[config.mk]
export PLATFORM = sky130hd
export DESIGN_NAME = ghr_ckpt_flat
export DESIGN_NICKNAME = d
export VERILOG_FILES = /design/src/rtl/ghr_pkg.sv /design/src/rtl/ghr_ckpt_if.sv /design/src/rtl/ghr_ckpt_ring.sv /design/src/rtl/ghr_ckpt.sv /design/src/flat_wrapper.sv
export SDC_FILE = /design/constraint.sdc
export NUM_CORES = 1
export LEC_CHECK = 0
export CAP_MARGIN = 10
export CORE_MARGIN = 1
export CORE_UTILIZATION = 61
export CTS_BUF_LIST = sky130_fd_sc_hd__clkbuf_2
export CTS_CLUSTER_DIAMETER = 60
export DETAILED_ROUTE_END_ITERATION = 10
export PLACE_DENSITY_LB_ADDON = 0.05
export SLEW_MARGIN = 10
export SYNTH_ARGS = -nofsm -noshare
export SYNTH_HDL_FRONTEND = slang
export SYNTH_SLANG_ARGS = --single-unit
[constraint.sdc]
create_clock -name clk -period 12.3 [get_ports clk]
set_input_delay 3.075 -clock clk [delete_from_list [all_inputs] [get_ports clk]]
set_output_delay 3.075 -clock clk [all_outputs]
set_load 0.01 [all_outputs]
[src/rtl/ghr_pkg.sv]
// Shared constants and types for the global-history checkpoint block.
// Optional fold output is enabled with the GHR_FOLD_EN macro.
package ghr_pkg;

    localparam int GHR_W_DEF      = 8;
    localparam int CKPT_DEPTH_DEF = 4;
    localparam int IDX_W_DEF      = 6;

    typedef logic [GHR_W_DEF-1:0] ghr_ckpt_entry_t;

endpackage

[src/rtl/ghr_ckpt_if.sv]
// Prediction / resolution / commit bundle of the history checkpoint block.
// The ghr_fold signal exists only when GHR_FOLD_EN is defined.
interface ghr_ckpt_if
    import ghr_pkg::*;
#(
    parameter int GHR_W      = GHR_W_DEF,
    parameter int CKPT_DEPTH = CKPT_DEPTH_DEF,
    parameter int IDX_W      = IDX_W_DEF
) ();
    localparam int TAG_W = $clog2(CKPT_DEPTH);
    localparam int CNT_W = TAG_W + 1;

    logic             pred_valid;
    logic             pred_taken;
    logic             pred_ready;
    logic [TAG_W-1:0] pred_tag;
    logic             res_valid;
    logic [TAG_W-1:0] res_tag;
    logic             res_mispredict;
    logic             res_taken;
    logic             commit_valid;
    logic [GHR_W-1:0] ghr_spec;
    logic [CNT_W-1:0] ckpt_count;
`ifdef GHR_FOLD_EN
    logic [IDX_W-1:0] ghr_fold;
`endif

    modport master (
        output pred_valid, pred_taken, res_valid, res_tag, res_mispredict,
               res_taken, commit_valid,
`ifdef GHR_FOLD_EN
        input  ghr_fold,
`endif
        input  pred_ready, pred_tag, ghr_spec, ckpt_count
    );

    modport slave (
        input  pred_valid, pred_taken, res_valid, res_tag, res_mispredict,
               res_taken, commit_valid,
`ifdef GHR_FOLD_EN
        output ghr_fold,
`endif
        output pred_ready, pred_tag, ghr_spec, ckpt_count
    );

endinterface

[src/rtl/ghr_ckpt_ring.sv]
// Circular checkpoint store: snapshots of history plus head/tail/count.
// Liveness of a resolving tag is judged against the state before this edge.
module ghr_ckpt_ring #(
    parameter  int GHR_W = 8,
    parameter  int DEPTH = 4,
    localparam int TAG_W = $clog2(DEPTH),
    localparam int CNT_W = TAG_W + 1
) (
    input  logic             clk,
    input  logic             reset,
    input  logic             i_push,
    input  logic [GHR_W-1:0] i_push_data,
    input  logic             i_commit,
    input  logic             i_recover,
    input  logic [TAG_W-1:0] i_rec_tag,
    output logic [TAG_W-1:0] o_tail,
    output logic [CNT_W-1:0] o_count,
    output logic             o_full,
    output logic             o_rec_live,
    output logic [GHR_W-1:0] o_rec_data
);
    logic [GHR_W-1:0] r_snap [DEPTH];
    logic [TAG_W-1:0] r_head;
    logic [TAG_W-1:0] r_tail;
    logic [CNT_W-1:0] r_count;

    logic             w_commit_ok;
    logic [TAG_W-1:0] w_offset;
    logic [CNT_W-1:0] w_rec_count;

    assign w_commit_ok = i_commit && (r_count != CNT_W'(0));
    assign w_offset    = i_rec_tag - r_head;
    // Entries head..rec_tag survive; a same-cycle commit removes the oldest.
    assign w_rec_count = {1'b0, w_offset} + CNT_W'(1) - CNT_W'(w_commit_ok);

    assign o_tail     = r_tail;
    assign o_count    = r_count;
    assign o_full     = (r_count == CNT_W'(DEPTH));
    assign o_rec_live = ({1'b0, w_offset} < r_count);
    assign o_rec_data = r_snap[i_rec_tag];

    // Snapshot storage; contents are meaningful only while live, so no reset.
    always_ff @(posedge clk) begin
        if (i_push) begin
            r_snap[r_tail] <= i_push_data;
        end
    end

    // Pointer and occupancy update.
    always_ff @(posedge clk) begin
        if (reset) begin
            r_head  <= '0;
            r_tail  <= '0;
            r_count <= '0;
        end else if (i_recover) begin
            r_head  <= r_head + TAG_W'(w_commit_ok);
            r_tail  <= i_rec_tag + TAG_W'(1);
            r_count <= w_rec_count;
        end else begin
            r_head  <= r_head + TAG_W'(w_commit_ok);
            r_tail  <= r_tail + TAG_W'(i_push);
            r_count <= r_count + CNT_W'(i_push) - CNT_W'(w_commit_ok);
        end
    end

endmodule

[src/rtl/ghr_ckpt.sv]
// Speculative global history register with checkpoint-based recovery.
// Define GHR_FOLD_EN to add the folded-history output.
module ghr_ckpt
    import ghr_pkg::*;
#(
    parameter int GHR_W      = GHR_W_DEF,
    parameter int CKPT_DEPTH = CKPT_DEPTH_DEF,
    parameter int IDX_W      = IDX_W_DEF
) (
    input  logic       clk,
    input  logic       reset,
    ghr_ckpt_if.slave  bus
);
    localparam int TAG_W = $clog2(CKPT_DEPTH);
    localparam int CNT_W = TAG_W + 1;

    logic [GHR_W-1:0] r_ghr;
    logic [TAG_W-1:0] w_tail;
    logic [CNT_W-1:0] w_count;
    logic             w_full;
    logic             w_rec_live;
    logic [GHR_W-1:0] w_rec_data;
    logic             w_recover;
    logic             w_push;

    // Recovery wins over a same-cycle prediction, which is then dropped.
    assign w_recover = bus.res_valid && bus.res_mispredict && w_rec_live;
    assign w_push    = bus.pred_valid && !w_full && !w_recover;

    ghr_ckpt_ring #(
        .GHR_W (GHR_W),
        .DEPTH (CKPT_DEPTH)
    ) u_ring (
        .clk         (clk),
        .reset       (reset),
        .i_push      (w_push),
        .i_push_data (r_ghr),
        .i_commit    (bus.commit_valid),
        .i_recover   (w_recover),
        .i_rec_tag   (bus.res_tag),
        .o_tail      (w_tail),
        .o_count     (w_count),
        .o_full      (w_full),
        .o_rec_live  (w_rec_live),
        .o_rec_data  (w_rec_data)
    );

    // History shift on prediction, restore-and-correct on recovery.
    always_ff @(posedge clk) begin
        if (reset) begin
            r_ghr <= '0;
        end else if (w_recover) begin
            r_ghr <= {w_rec_data[GHR_W-2:0], bus.res_taken};
        end else if (w_push) begin
            r_ghr <= {r_ghr[GHR_W-2:0], bus.pred_taken};
        end else begin
            r_ghr <= r_ghr;
        end
    end

    assign bus.ghr_spec   = r_ghr;
    assign bus.ckpt_count = w_count;
    assign bus.pred_ready = !w_full;
    assign bus.pred_tag   = w_tail;

`ifdef GHR_FOLD_EN
    logic [IDX_W-1:0] w_fold;

    // Bit i lands in fold position i mod IDX_W; a short last chunk pads with zeros.
    always_comb begin
        w_fold = '0;
        for (int i = 0; i < GHR_W; i++) begin
            w_fold[i % IDX_W] = w_fold[i % IDX_W] ^ r_ghr[i];
        end
    end

    assign bus.ghr_fold = w_fold;
`endif

endmodule

[src/flat_wrapper.sv]
// flat-port wrapper written by rule: the top's interface ports become plain ports
module ghr_ckpt_flat import ghr_pkg::*;
#(
    parameter int GHR_W      = GHR_W_DEF,
    parameter int CKPT_DEPTH = CKPT_DEPTH_DEF,
    parameter int IDX_W      = IDX_W_DEF
)
  (clk, reset, bus_pred_valid, bus_pred_taken, bus_res_valid, bus_res_tag, bus_res_mispredict, bus_res_taken, bus_commit_valid, bus_pred_ready, bus_pred_tag, bus_ghr_spec, bus_ckpt_count);
  ghr_ckpt_if #(.GHR_W(GHR_W), .CKPT_DEPTH(CKPT_DEPTH), .IDX_W(IDX_W)) bus_i ();
  input  logic clk;
  input  logic reset;
  input wire logic [$bits(bus_i.pred_valid)-1:0] bus_pred_valid;
  input wire logic [$bits(bus_i.pred_taken)-1:0] bus_pred_taken;
  input wire logic [$bits(bus_i.res_valid)-1:0] bus_res_valid;
  input wire logic [$bits(bus_i.res_tag)-1:0] bus_res_tag;
  input wire logic [$bits(bus_i.res_mispredict)-1:0] bus_res_mispredict;
  input wire logic [$bits(bus_i.res_taken)-1:0] bus_res_taken;
  input wire logic [$bits(bus_i.commit_valid)-1:0] bus_commit_valid;
  output wire logic [$bits(bus_i.pred_ready)-1:0] bus_pred_ready;
  output wire logic [$bits(bus_i.pred_tag)-1:0] bus_pred_tag;
  output wire logic [$bits(bus_i.ghr_spec)-1:0] bus_ghr_spec;
  output wire logic [$bits(bus_i.ckpt_count)-1:0] bus_ckpt_count;
  assign bus_i.pred_valid = bus_pred_valid;
  assign bus_i.pred_taken = bus_pred_taken;
  assign bus_i.res_valid = bus_res_valid;
  assign bus_i.res_tag = bus_res_tag;
  assign bus_i.res_mispredict = bus_res_mispredict;
  assign bus_i.res_taken = bus_res_taken;
  assign bus_i.commit_valid = bus_commit_valid;
  assign bus_pred_ready = bus_i.pred_ready;
  assign bus_pred_tag = bus_i.pred_tag;
  assign bus_ghr_spec = bus_i.ghr_spec;
  assign bus_ckpt_count = bus_i.ckpt_count;
  ghr_ckpt #(.GHR_W(GHR_W), .CKPT_DEPTH(CKPT_DEPTH), .IDX_W(IDX_W)) u_core (.clk(clk), .reset(reset), .bus(bus_i));
endmodule
# After elaboration in Yosys (flattened, before gate mapping)
# Memories as Yosys holds them, arrays and structs flattened.
# Index checks and enable logic that the tools add are counted.
# Widths: inputs -> output; s select.
word_totals:
  reg_bits: 15
  mem_bits_rw: 32
  input_bits: 10
  out_inout_bits: 14
  wordCells: 30
  n_memories: 1
op_classes:
  addsub: 8
  magnitude_cmp: 1
  n_eq_ne: 1
  muxes: 6
  reduce_logical: 9
memory_table:
  columns: ["name", "depth", "width", "rd", "rd_ports_with_merged_regs", "wr", "line", "rtl"]
  rows:
  - ["u_core.u_ring.r_snap", 4, 8, 1, 0, 1, "ghr_ckpt_ring.sv:22", "logic [GHR_W-1:0] r_snap [DEPTH];"]
ops:
  columns: ["cell", "n"]
  rows:
  - ["$mux 8", 2]
  - ["$sub 3x1->3", 2]
  - ["$logic_and 1x1->1", 5]
  - ["$add 2x1->2", 2]
  - ["$add 2x1->3 const B", 1]
  - ["$add 3x1->3", 1]
  - ["$eq 3x3->1 const B", 1]
  - ["$lt 2x3->1", 1]
  - ["$mux 3", 1]
  - ["$reduce_bool 3->1", 1]
  - ["$add 2x1->2 const B", 1]
  - ["$logic_not 1->1", 2]
  - ["$mux 1", 2]
  - ["$mux 2", 1]
  - ["$reduce_bool 2->1", 1]
  - ["$sub 2x2->2", 1]

# Depth between registers and ports, before layout
# Gate-level depths: netlist of the first run.
logic_depth:
  depth_word: 8
  ltp_mapped: 17
  depth_no_buf: 15

# Hierarchy
# A second synthesis of the first run with hierarchy kept.
hier_totals:
  cells_unflattened: 135
  hier_area_um2: 2039.5
modules_own_cells:
  columns: ["module", "instances", "cells_each", "area_each_um2", "seq_area_each_um2"]
  rows:
  - ["ghr_ckpt_ring", 1, 95, 1645.3, 1101.1]
  - ["ghr_ckpt", 1, 40, 394.1, 160.2]

# Least setup slack after synthesis of the first run
# Ideal clock, no wire load.
synth_timing:
  path_kind: "input port to flip-flop"
  startpoint: "in bus_res_tag[0]"
  endpoint: "reg u_core.u_ring.r_count[2] (netlist: u_core.u_ring.o_count[2])"
  setup_time_ns: 0.130
  t_arrival_ns: 5.904
  required_ns: 12.170
  path_slack_ns: 6.266
  stages: 17
  path_buffers: 2
  path_cell_list: "buf_2 inv_1 ha_1 xnor2_1 xnor2_1 ha_1 nor2b_1 a221oi_2 buf_6 or2_4 inv_2 ha_1 fa_1 xor2_1 xnor2_1 mux2i_1 nor2_1"
synth_between:
  elab_chain_cells: 8
  word_cells_on_any_way: 10
  cone_classes: "add/sub (5); order compare (1); mux (1); reduce/logical (3)"
synth_rtl:
  columns: ["item", "line", "rtl"]
  rows:
  - ["from (decl)", "flat_wrapper.sv:15", "input wire logic [$bits(bus_i.res_tag)-1:0] bus_res_tag;"]
  - ["$sub 2x2->2 *", "ghr_ckpt_ring.sv:32", "assign w_offset = i_rec_tag - r_head;"]
  - ["$lt 2x3->1", "ghr_ckpt_ring.sv:39", "assign o_rec_live = ({1'b0, w_offset} < r_count);"]
  - ["$logic_and 1x1->1", "ghr_ckpt.sv:27", "assign w_recover = bus.res_valid && bus.res_mispredict && w_rec_live;"]
  - ["$logic_not 1->1", "ghr_ckpt.sv:28", "assign w_push = bus.pred_valid && !w_full && !w_recover;"]
  - ["$logic_and 1x1->1", "ghr_ckpt.sv:28", null]
  - ["$add 3x1->3", "ghr_ckpt_ring.sv:62", "r_count <= r_count + CNT_W'(i_push) - CNT_W'(w_commit_ok);"]
  - ["$sub 3x1->3", "ghr_ckpt_ring.sv:62", null]
  - ["$mux 3 *", "ghr_ckpt_ring.sv:55", "end else if (i_recover) begin"]
  - ["to (signal assigned)", "ghr_ckpt_ring.sv:58", "r_count <= w_rec_count;"]
  - ["to (signal assigned)", "ghr_ckpt_ring.sv:62", null]
  - ["to (decl)", "ghr_ckpt_ring.sv:25", "logic [CNT_W-1:0] r_count;"]
# Every way passes the cells marked *; elsewhere a longest branch is shown, timed or not.
# A chain may end at the register's enable or synchronous reset.

# Final worst setup path of the first run
# Same ends and word-level chain as after synthesis.

==> impl_metrics.yaml, run 1 <==
timing:
  worst_pin_slew_ps: 1080
  max_slew_margin: 0.277
  maxSlewViolCount: 0
  final-setup-viol-count: 0
  final.min_clock_period_ps: 6990
  fin_skew_ps: 17.4
  hold_violations: 0
  finalSetupTns_ps: 0
  clock.fmax_mhz: 143
  rsz0062_at_grt: "no"
  min_period_over_period: 0.568
finish:
  most-common-layout-cells: "edfxtp_1 (28), clkdlybuf4s50_1 (23), dfxtp_1 (15)"
  drive_gt1_frac: 0.178
  fillers: 204
  nNetsFinal: 170
  syn_to_final_growth_pct: 15.5
  fin_util: 0.771
  final_common_cell: "edfxtp_1"
  antenna_cells: 0
worst_setup_path:
  reg2reg_to: "u_core.u_ring.o_count[2]"
  reg2reg_depth: 14
  cp_top_family: "adder cells"
  crit_type: "in -> reg"
  crit_required_ps: 12650
  arrival_ps: 7340
  path_cells: "clkdlybuf4s50_1 > inv_1 > ha_1 > xnor2_1 > xnor2_1 > ha_1 > nor2b_1 > a221oi_2 > or2_4 > inv_2 > ha_1 > fa_1 > xor2_1 > xnor2_1 > mux2i_1 > nor2_1"
  crit_path_start_kind: "input port"
  rrSetupSlack_ps: 8680
  slowest_stage: "clkdlybuf4s50_1"
  max_stage_delay_ps: 860
  timing.critical_path.buf_inv: 3
  crit_fanout: 11
  worst_setup_path_end_kind: "flop"
  r2r-start: "u_core.u_ring.r_head[0]"
pwr:
  p_int_uw: 274
  p_sw_frac: 0.318
  irDropWorstVdd_mv: 0.123
  leakagePower_uw: 0.000835
  p_comb_frac: 0.345
  p_switching_uw: 128
  seqPwrFrac: 0.512
  clkPwrFrac: 0.142
  p_per_area_nw_per_um2: 183
drt:
  final_antenna_net_count: 0
  dr.pass1.iters: 4
  drc_errors: 0
  drtIter0Drc: 14
  viasPerCell: 5.83
  vias: 1066
  avgRoutedWirePerCell_um: 17.4
  wirelength_um: 3190
clock_tree:
  numCtsBuffers: 5
  ctsHoldBuffers: 0
  numClockSinks: 43
  h-tree-depth: 2
  cts-root-buf: "clkbuf_2"
  clk_path_buf_depth: 2
  post_cts_buffers: 0
  cts_tree: "done"
  clk_latency_ps: 400
  cts_resized: 0
  clk_pin_slew_worst_paths_ps: 200
global_route:
  grt_pass1_wl_um: 5250
  antenna_found_initial: 0
  grt_max_degree: 13
  met1_usage: 0.285
  grtUsageTotal: 0.221
  met3_usage: 0.0469
  busiest_layer: "met2"
  grt_pass1_vias: 1112
  grt-ovfl-total: 0
  met2_usage: 0.363
floorplanning:
  die_area_um2: 3350
  core_area_um2: 2850
  die_y_um: 57.9
  rows: 19
  pin_count: 24
  fp.dieW_um: 57.9
  start_util: 0.667
placement:
  numPortBuffers: 23
  place.gp.congestion: 0.831
  dpl.hpwl_um: 2320
hold_path:
  hold_depth: 0
  hold_end: "u_core.u_ring.r_snap[2][1]"
  hold_path.class: "reg -> reg"
  holdCritStartpoint: "u_core.bus.ghr_spec[1]"
yosys:
  avgSynthCellArea_um2: 15.3
  yosysSeqAreaShare: 0.600
  synth-warning-count: 0
  synth.net_count: 143
  syn-cell-area_um2: 1900
  synth_cell_types: 31
  ys_seq_elements: 43
  postSynthCellCount: 124
flow_run:
  drv_cap: 0
status:
  status: "completed"
-- registers in the layout, summed over array words and instances (netlist names) --
name and flops:
u_core.u_ring.r_head 2, u_core.u_ring.o_tail 2, u_core.u_ring.r_snap 28, u_core.bus.ghr_spec 8, u_core.u_ring.o_count 3
-- cell usage after synthesis, drive strengths merged --
| master | n | area share |
|---|---|---|
| mux2i | 4 | 0.021 |
| mux2 | 7 | 0.041 |
| or2 | 1 | 0.0046 |
| nor2 | 7 | 0.015 |
| xor2 | 2 | 0.0092 |
| a221oi | 2 | 0.016 |
| nor3b | 2 | 0.0079 |
| buf | 3 | 0.011 |
| xnor2 | 5 | 0.023 |
| ha | 8 | 0.053 |
| inv | 10 | 0.020 |
| a21oi | 1 | 0.0026 |
| edfxtp | 28 | 0.44 |
| a22o | 7 | 0.032 |
| clkbuf | 2 | 0.0039 |
| nor2b | 3 | 0.0099 |
| a211oi | 1 | 0.0039 |
| nand3 | 1 | 0.0026 |
| nor3 | 1 | 0.0026 |
| fa | 1 | 0.011 |
| dfxtp | 15 | 0.16 |
| mux4 | 7 | 0.083 |
| or3b | 1 | 0.0059 |
| o31ai | 1 | 0.0039 |
| nand2 | 3 | 0.014 |
| and3 | 1 | 0.0033 |
-- kinds of logic after synthesis --
family,share of synthesized area
buf+inv,0.0348
compound gates,0.0585
xor+xnor,0.0322
mux,0.145
simple gates,0.0664
fa+ha+maj,0.0631
flops,0.600
-- final cells by class --
class / instances / area (µm²) / share of cell area
clock inverter: 1 / 5.00 / 0.00228
timing repair buffer: 25 / 245 / 0.112
tap: 31 / 38.8 / 0.0176
sequential: 43 / 1140 / 0.519
inverter: 10 / 37.5 / 0.0171
clock buffer: 7 / 35.0 / 0.0159
multi-input combinational: 66 / 696 / 0.316
-- layer usage --
metal	vias up	wire, µm	part of all wire
met3	8	72	0.023
met4	0	51	0.016
met2	13	1590	0.50
met5	-	0	0
met1	526	1480	0.46
li1	519	-	-
-- worst max-delay path by stage --
stage	start	endpoint	slack (ps)	cells past startpoint
floorplan	bus_res_tag[0]	u_core.u_ring.o_count[2]	6270	17
global placement	bus_res_tag[0]	u_core.u_ring.o_count[2]	4980	16
detailed placement	bus_res_tag[0]	u_core.u_ring.o_count[2]	4870	16
CTS	bus_res_tag[0]	u_core.u_ring.o_count[2]	5310	16
global route	bus_res_tag[0]	u_core.u_ring.o_count[2]	5020	16
finish	bus_res_tag[0]	u_core.u_ring.o_count[2]	5310	16
-- stage by stage --
| step | area, µm² | total power, µW | hold WS [ps] | setup slack, ps | cells |
|---|---|---|---|---|---|
| floorplan | 1900 | 298 | 496 | 6270 | 124 |
| global placement | 2160 | 341 | 518 | 4980 | 175 |
| detailed placement | 2160 | 349 | 532 | 4870 | 175 |
| CTS | 2200 | 405 | 545 | 5310 | 183 |
| global route | 2200 | 426 | 561 | 5020 | 183 |
| finish | 2200 | 402 | 548 | 5310 | 183 |
-- power by group through the flow --
stage | Sequential [µW] | Clock [µW] | Combinational [µW]
finish | 206 | 57.2 | 139
global route | 210 | 63.5 | 153
CTS | 206 | 58.8 | 140
detailed placement | 209 | 0 | 139
global placement | 208 | 0 | 133
floorplan | 209 | 0 | 88.2
Power figures use the tool's default switching activity.
==> inputs of run 2 (changes only) <==
--- a/config.mk
+++ b/config.mk
@@ -7,7 +7,7 @@
 export LEC_CHECK = 0
 export CAP_MARGIN = 10
 export CORE_MARGIN = 1
-export CORE_UTILIZATION = 61
+export CORE_UTILIZATION = 57
 export CTS_BUF_LIST = sky130_fd_sc_hd__clkbuf_2
 export CTS_CLUSTER_DIAMETER = 60
 export DETAILED_ROUTE_END_ITERATION = 10
==> constraint.sdc (replaced) <==
create_clock -name clk -period 6.6 [get_ports clk]
set_input_delay 1.65 -clock clk [delete_from_list [all_inputs] [get_ports clk]]
set_output_delay 1.65 -clock clk [all_outputs]
set_load 0.01 [all_outputs]
==> impl_metrics.yaml, run 2 (synthesized netlist as in run 1, its figures left out) <==
floorplanning:
  core_area_um2: 3100
  pin_count: 24
  start_util: 0.613
  rows: 20
  die_y_um: 59.8
  die_area_um2: 3570
  fp.dieW_um: 59.8
pwr:
  leakagePower_uw: 0.000857
  p_per_area_nw_per_um2: 350
  irDropWorstVdd_mv: 0.193
flow_run:
  drv_cap: 0
timing:
  finalSetupTns_ps: 0
  final-setup-viol-count: 0
  min_period_over_period: 0.733
  layout_setup_ws_ps: 1760
  final.min_clock_period_ps: 4840
  fin_skew_ps: 13.3
  max_slew_margin: 0.536
  maxSlewViolCount: 0
  worst_pin_slew_ps: 694
  rsz0062_at_grt: "no"
  clock.fmax_mhz: 207
  hold_violations: 0
finish:
  antenna_cells: 0
  nNetsFinal: 173
  regMostFlops: "u_core.u_ring.r_snap"
  syn_to_final_growth_pct: 18.8
  most-common-layout-cells: "edfxtp_1 (28), clkdlybuf4s50_1 (23), dfxtp_1 (15)"
  fin_cells: 199
  drive_gt1_frac: 0.187
  largest_reg_flops: 28
  final_common_cell: "edfxtp_1"
worst_setup_path:
  path_cells: "clkdlybuf4s50_1 > buf_4 > inv_1 > ha_1 > xnor2_1 > xnor2_1 > ha_1 > nor2b_1 > a221oi_2 > buf_4 > or2_4 > inv_2 > ha_1 > fa_1 > xor2_1 > xnor2_1 > mux2i_1 > nor2_1"
  worst_setup_path_end_kind: "flop"
  cp_top_family: "buffers and inverters"
  reg2reg_depth: 15
  crit_type: "in -> reg"
  max_stage_delay_ps: 450
  crit_fanout: 11
  timing.critical_path.buf_inv: 5
  arrival_ps: 5140
  crit_path_start_kind: "input port"
  slowest_stage: "clkdlybuf4s50_1"
  path_depth: 18
  crit_required_ps: 6900
placement:
  place_inst: 191
  numPortBuffers: 23
  dpl.hpwl_um: 2400
  place.gp.congestion: 0.788
  dp_worst_setup_slack_ps: 1310
clock_tree:
  h-tree-depth: 2
  clk_path_buf_depth: 2
  clk_pin_slew_worst_paths_ps: 190
  cts_resized: 0
  cts_tree: "done"
  numClockSinks: 43
  post_cts_buffers: 0
  cts-root-buf: "clkbuf_2"
  clk_latency_ps: 410
  numCtsBuffers: 5
  ctsHoldBuffers: 0
drt:
  final_antenna_net_count: 0
  m1WireLength_um: 1550
  wirelength_um: 3400
  avgRoutedWirePerCell_um: 17.1
  viasPerCell: 5.59
  met2_wirelength_um: 1660
  dr.pass1.iters: 4
  vias: 1113
  top_layer_used: "met4"
  wl_met3_um: 131
  drtIter0Drc: 47
  drc_errors: 0
global_route:
  grtUsageTotal: 0.230
  grt_pass1_wl_um: 5590
  antenna_found_initial: 0
  grt-ovfl-total: 0
  grt_pass1_vias: 1158
  grt_max_degree: 14
hold_path:
  hold_depth: 2
  hold_path.class: "reg -> reg"
status:
  status: "completed"
run 2: changes by cell type in the layout (fill, tap and decap cells not counted), sizes merged:
cell    before  now
bufinv       0    1
buf          2    5
clkbuf       7    5
clkinv       1    2
run 2: worst register-to-register path, delay by kind of cell, from the launching register on:
family	cells	cell delay (ps)
multiplexers	1	120
XOR/XNOR	4	690
flip-flops	1	370
AND/OR/NAND/NOR	3	370
AO/OA/AOI/OAI	1	230
buffers and inverters	2	290
adder cells (fa/ha/maj)	4	1010
run 2: through the flow:
| step | utilization | hold slack, ps | cell area [µm²] | total power (µW) |
|---|---|---|---|---|
| floorplan | - | 496 | 1900 | 554 |
| global placement | 0.708 | 516 | 2200 | 639 |
| finish | 0.729 | 550 | 2260 | 791 |
| detailed placement | 0.708 | 526 | 2200 | 656 |
| global route | 0.729 | 574 | 2260 | 842 |
| CTS | 0.729 | 557 | 2260 | 798 |
run 2: cell type report:
type	count	area, µm²
timing repair buffer	28	268
inverter	10	37.5
tap	44	55.1
fill	228	842
multi-input combinational	66	696
clock inverter	3	38.8
sequential	43	1140
clock buffer	5	25.0
run 2: metal layers:
| layer | vias to the layer above | track usage |
|---|---|---|
| met5 | - | 0 |
| met4 | 0 | 0.0897 |
| met3 | 7 | 0.0519 |
| met2 | 29 | 0.375 |
| met1 | 555 | 0.299 |
| li1 | 522 | - |
run 2: worst paths after layout:
check | start | to | slack (ps)
setup / recovery | bus_res_tag[0] | u_core.u_ring.o_count[2] | 1760
setup reg to reg | u_core.u_ring.r_head[0] | u_core.u_ring.o_count[2] | 3420
hold / removal | u_core.u_ring.r_head[1] | u_core.u_ring.r_head[1] | 550
hold reg to reg | u_core.u_ring.r_head[1] | u_core.u_ring.r_head[1] | 550
run 2: where the power goes:
group	internal (µW)	leakage [µW]	switching [µW]
combinational	137	0.000430	124
sequential	347	0.000387	38.8
clock	62.3	0.0000404	80.9
total	547	0.000857	244
==> inputs of run 3 (changes only) <==
==> constraint.sdc (replaced) <==
create_clock -name clk -period 4.6 [get_ports clk]
set_input_delay 1.15 -clock clk [delete_from_list [all_inputs] [get_ports clk]]
set_output_delay 1.15 -clock clk [all_outputs]
set_load 0.01 [all_outputs]
==> impl_metrics.yaml, run 3 (synthesized netlist as in run 1, its figures left out) <==
status:
  status: "completed"
timing:
  final-setup-viol-count: 0
  maxSlewViolCount: 0
  rsz0062_at_grt: "no"
  worst_pin_slew_ps: 656
  fin_skew_ps: 17.8
  max_slew_margin: 0.561
  final.min_clock_period_ps: 3890
  finalSetupTns_ps: 0
  hold_violations: 0
  min_period_over_period: 0.846
  clock.fmax_mhz: 257
floorplanning:
  core_area_um2: 3100
  fp.dieW_um: 59.8
  rows: 20
  die_y_um: 59.8
  die_area_um2: 3570
  start_util: 0.613
  pin_count: 24
finish:
  final_common_cell: "edfxtp_1"
  most-common-layout-cells: "edfxtp_1 (28), clkdlybuf4s50_1 (23), dfxtp_1 (15)"
  drive_gt1_frac: 0.199
  antenna_cells: 0
  regMostFlops: "u_core.u_ring.r_snap"
  nNetsFinal: 174
  largest_reg_flops: 28
  syn_to_final_growth_pct: 19.5
clock_tree:
  numCtsBuffers: 5
  numClockSinks: 43
  clk_latency_ps: 400
  clk_pin_slew_worst_paths_ps: 220
  ctsHoldBuffers: 0
  h-tree-depth: 2
  clk_path_buf_depth: 2
  cts_resized: 0
  post_cts_buffers: 0
  cts_tree: "done"
  cts-root-buf: "clkbuf_2"
pwr:
  p_per_area_nw_per_um2: 507
  irDropWorstVdd_mv: 0.285
  p_total_uw: 1150
  leakagePower_uw: 0.000865
worst_setup_path:
  path_cells: "clkdlybuf4s50_1 > inv_1 > ha_1 > xnor2_1 > xnor2_1 > ha_1 > nor2b_1 > a221oi_2 > or2_4 > inv_2 > ha_1 > fa_1 > xor2_1 > xnor2_1 > mux2i_1 > nor2_1"
  arrival_ps: 4190
  crit_fanout: 4
  timing.critical_path.buf_inv: 3
  max_stage_delay_ps: 500
  crit_type: "in -> reg"
  cp_top_family: "adder cells"
  crit_path_start_kind: "input port"
  slowest_stage: "clkdlybuf4s50_1"
  worst_setup_path_end_kind: "flop"
  crit_required_ps: 4900
drt:
  drtIter0Drc: 30
  wirelength_um: 3640
  avgRoutedWirePerCell_um: 18.2
  drc_errors: 0
  dr.pass1.iters: 4
  viasPerCell: 5.60
  final_antenna_net_count: 0
  vias: 1119
placement:
  numPortBuffers: 23
  dpl.hpwl_um: 2520
  place.gp.congestion: 0.759
global_route:
  grt_pass1_vias: 1155
  antenna_found_initial: 0
  grtUsageTotal: 0.241
  grt-ovfl-total: 0
  grt_pass1_wl_um: 5770
  grt_max_degree: 15
flow_run:
  drv_cap: 0
hold_path:
  hold_path.class: "reg -> reg"
[run 3: cell types whose count changed in the layout (fill, tap and decap cells not counted), sizes merged]
cell / delta
buf: +1
[run 3: power by group]
part | internal [µW] | leakage, µW | switching (µW)
clock | 92.1 | 0.0000429 | 121
combinational | 201 | 0.000435 | 184
sequential | 498 | 0.000387 | 54.5
[run 3: path summary, 6_finish.rpt]
check                          start                    endpoint  slack (ps)  depth (start not counted)
min           u_core.bus.ghr_spec[2]  u_core.u_ring.r_snap[0][2]         550                          0
min reg2reg   u_core.bus.ghr_spec[2]  u_core.u_ring.r_snap[0][2]         550                          0
max                   bus_res_tag[0]    u_core.u_ring.o_count[2]         710                         16
max reg2reg  u_core.u_ring.r_head[0]    u_core.u_ring.o_count[2]        1680                         14
[run 3: layer usage]
metal  part of all wire  global-route usage  vias to the layer above
li1                   -                   -                      524
met1               0.44               0.315                      561
met2               0.51               0.387                       30
met3              0.044              0.0736                        4
met4             0.0063              0.0731                        0
met5                  0                   0                        -
[run 3: per-stage QoR]
| stage | worst slack [ps] | util | hold slack, ps | cell area, µm² | cells |
|---|---|---|---|---|---|
| after floorplan | 491 | - | 496 | 1900 | 124 |
| after global placement | 341 | 0.710 | 515 | 2200 | 192 |
| after detailed placement | 278 | 0.710 | 520 | 2200 | 192 |
| after CTS | 714 | 0.733 | 549 | 2270 | 200 |
| after global routing | 561 | 0.733 | 550 | 2270 | 200 |
| final | 709 | 0.733 | 547 | 2270 | 200 |
[run 3: final cells by class]
class / count / area (µm²)
Sequential cell: 43 / 1140
Tap cell: 44 / 55.1
Inverter: 10 / 37.5
Fill cell: 224 / 830
Clock buffer: 5 / 25.0
Clock inverter: 3 / 43.8
Timing Repair Buffer: 29 / 275
Multi-Input combinational cell: 66 / 696
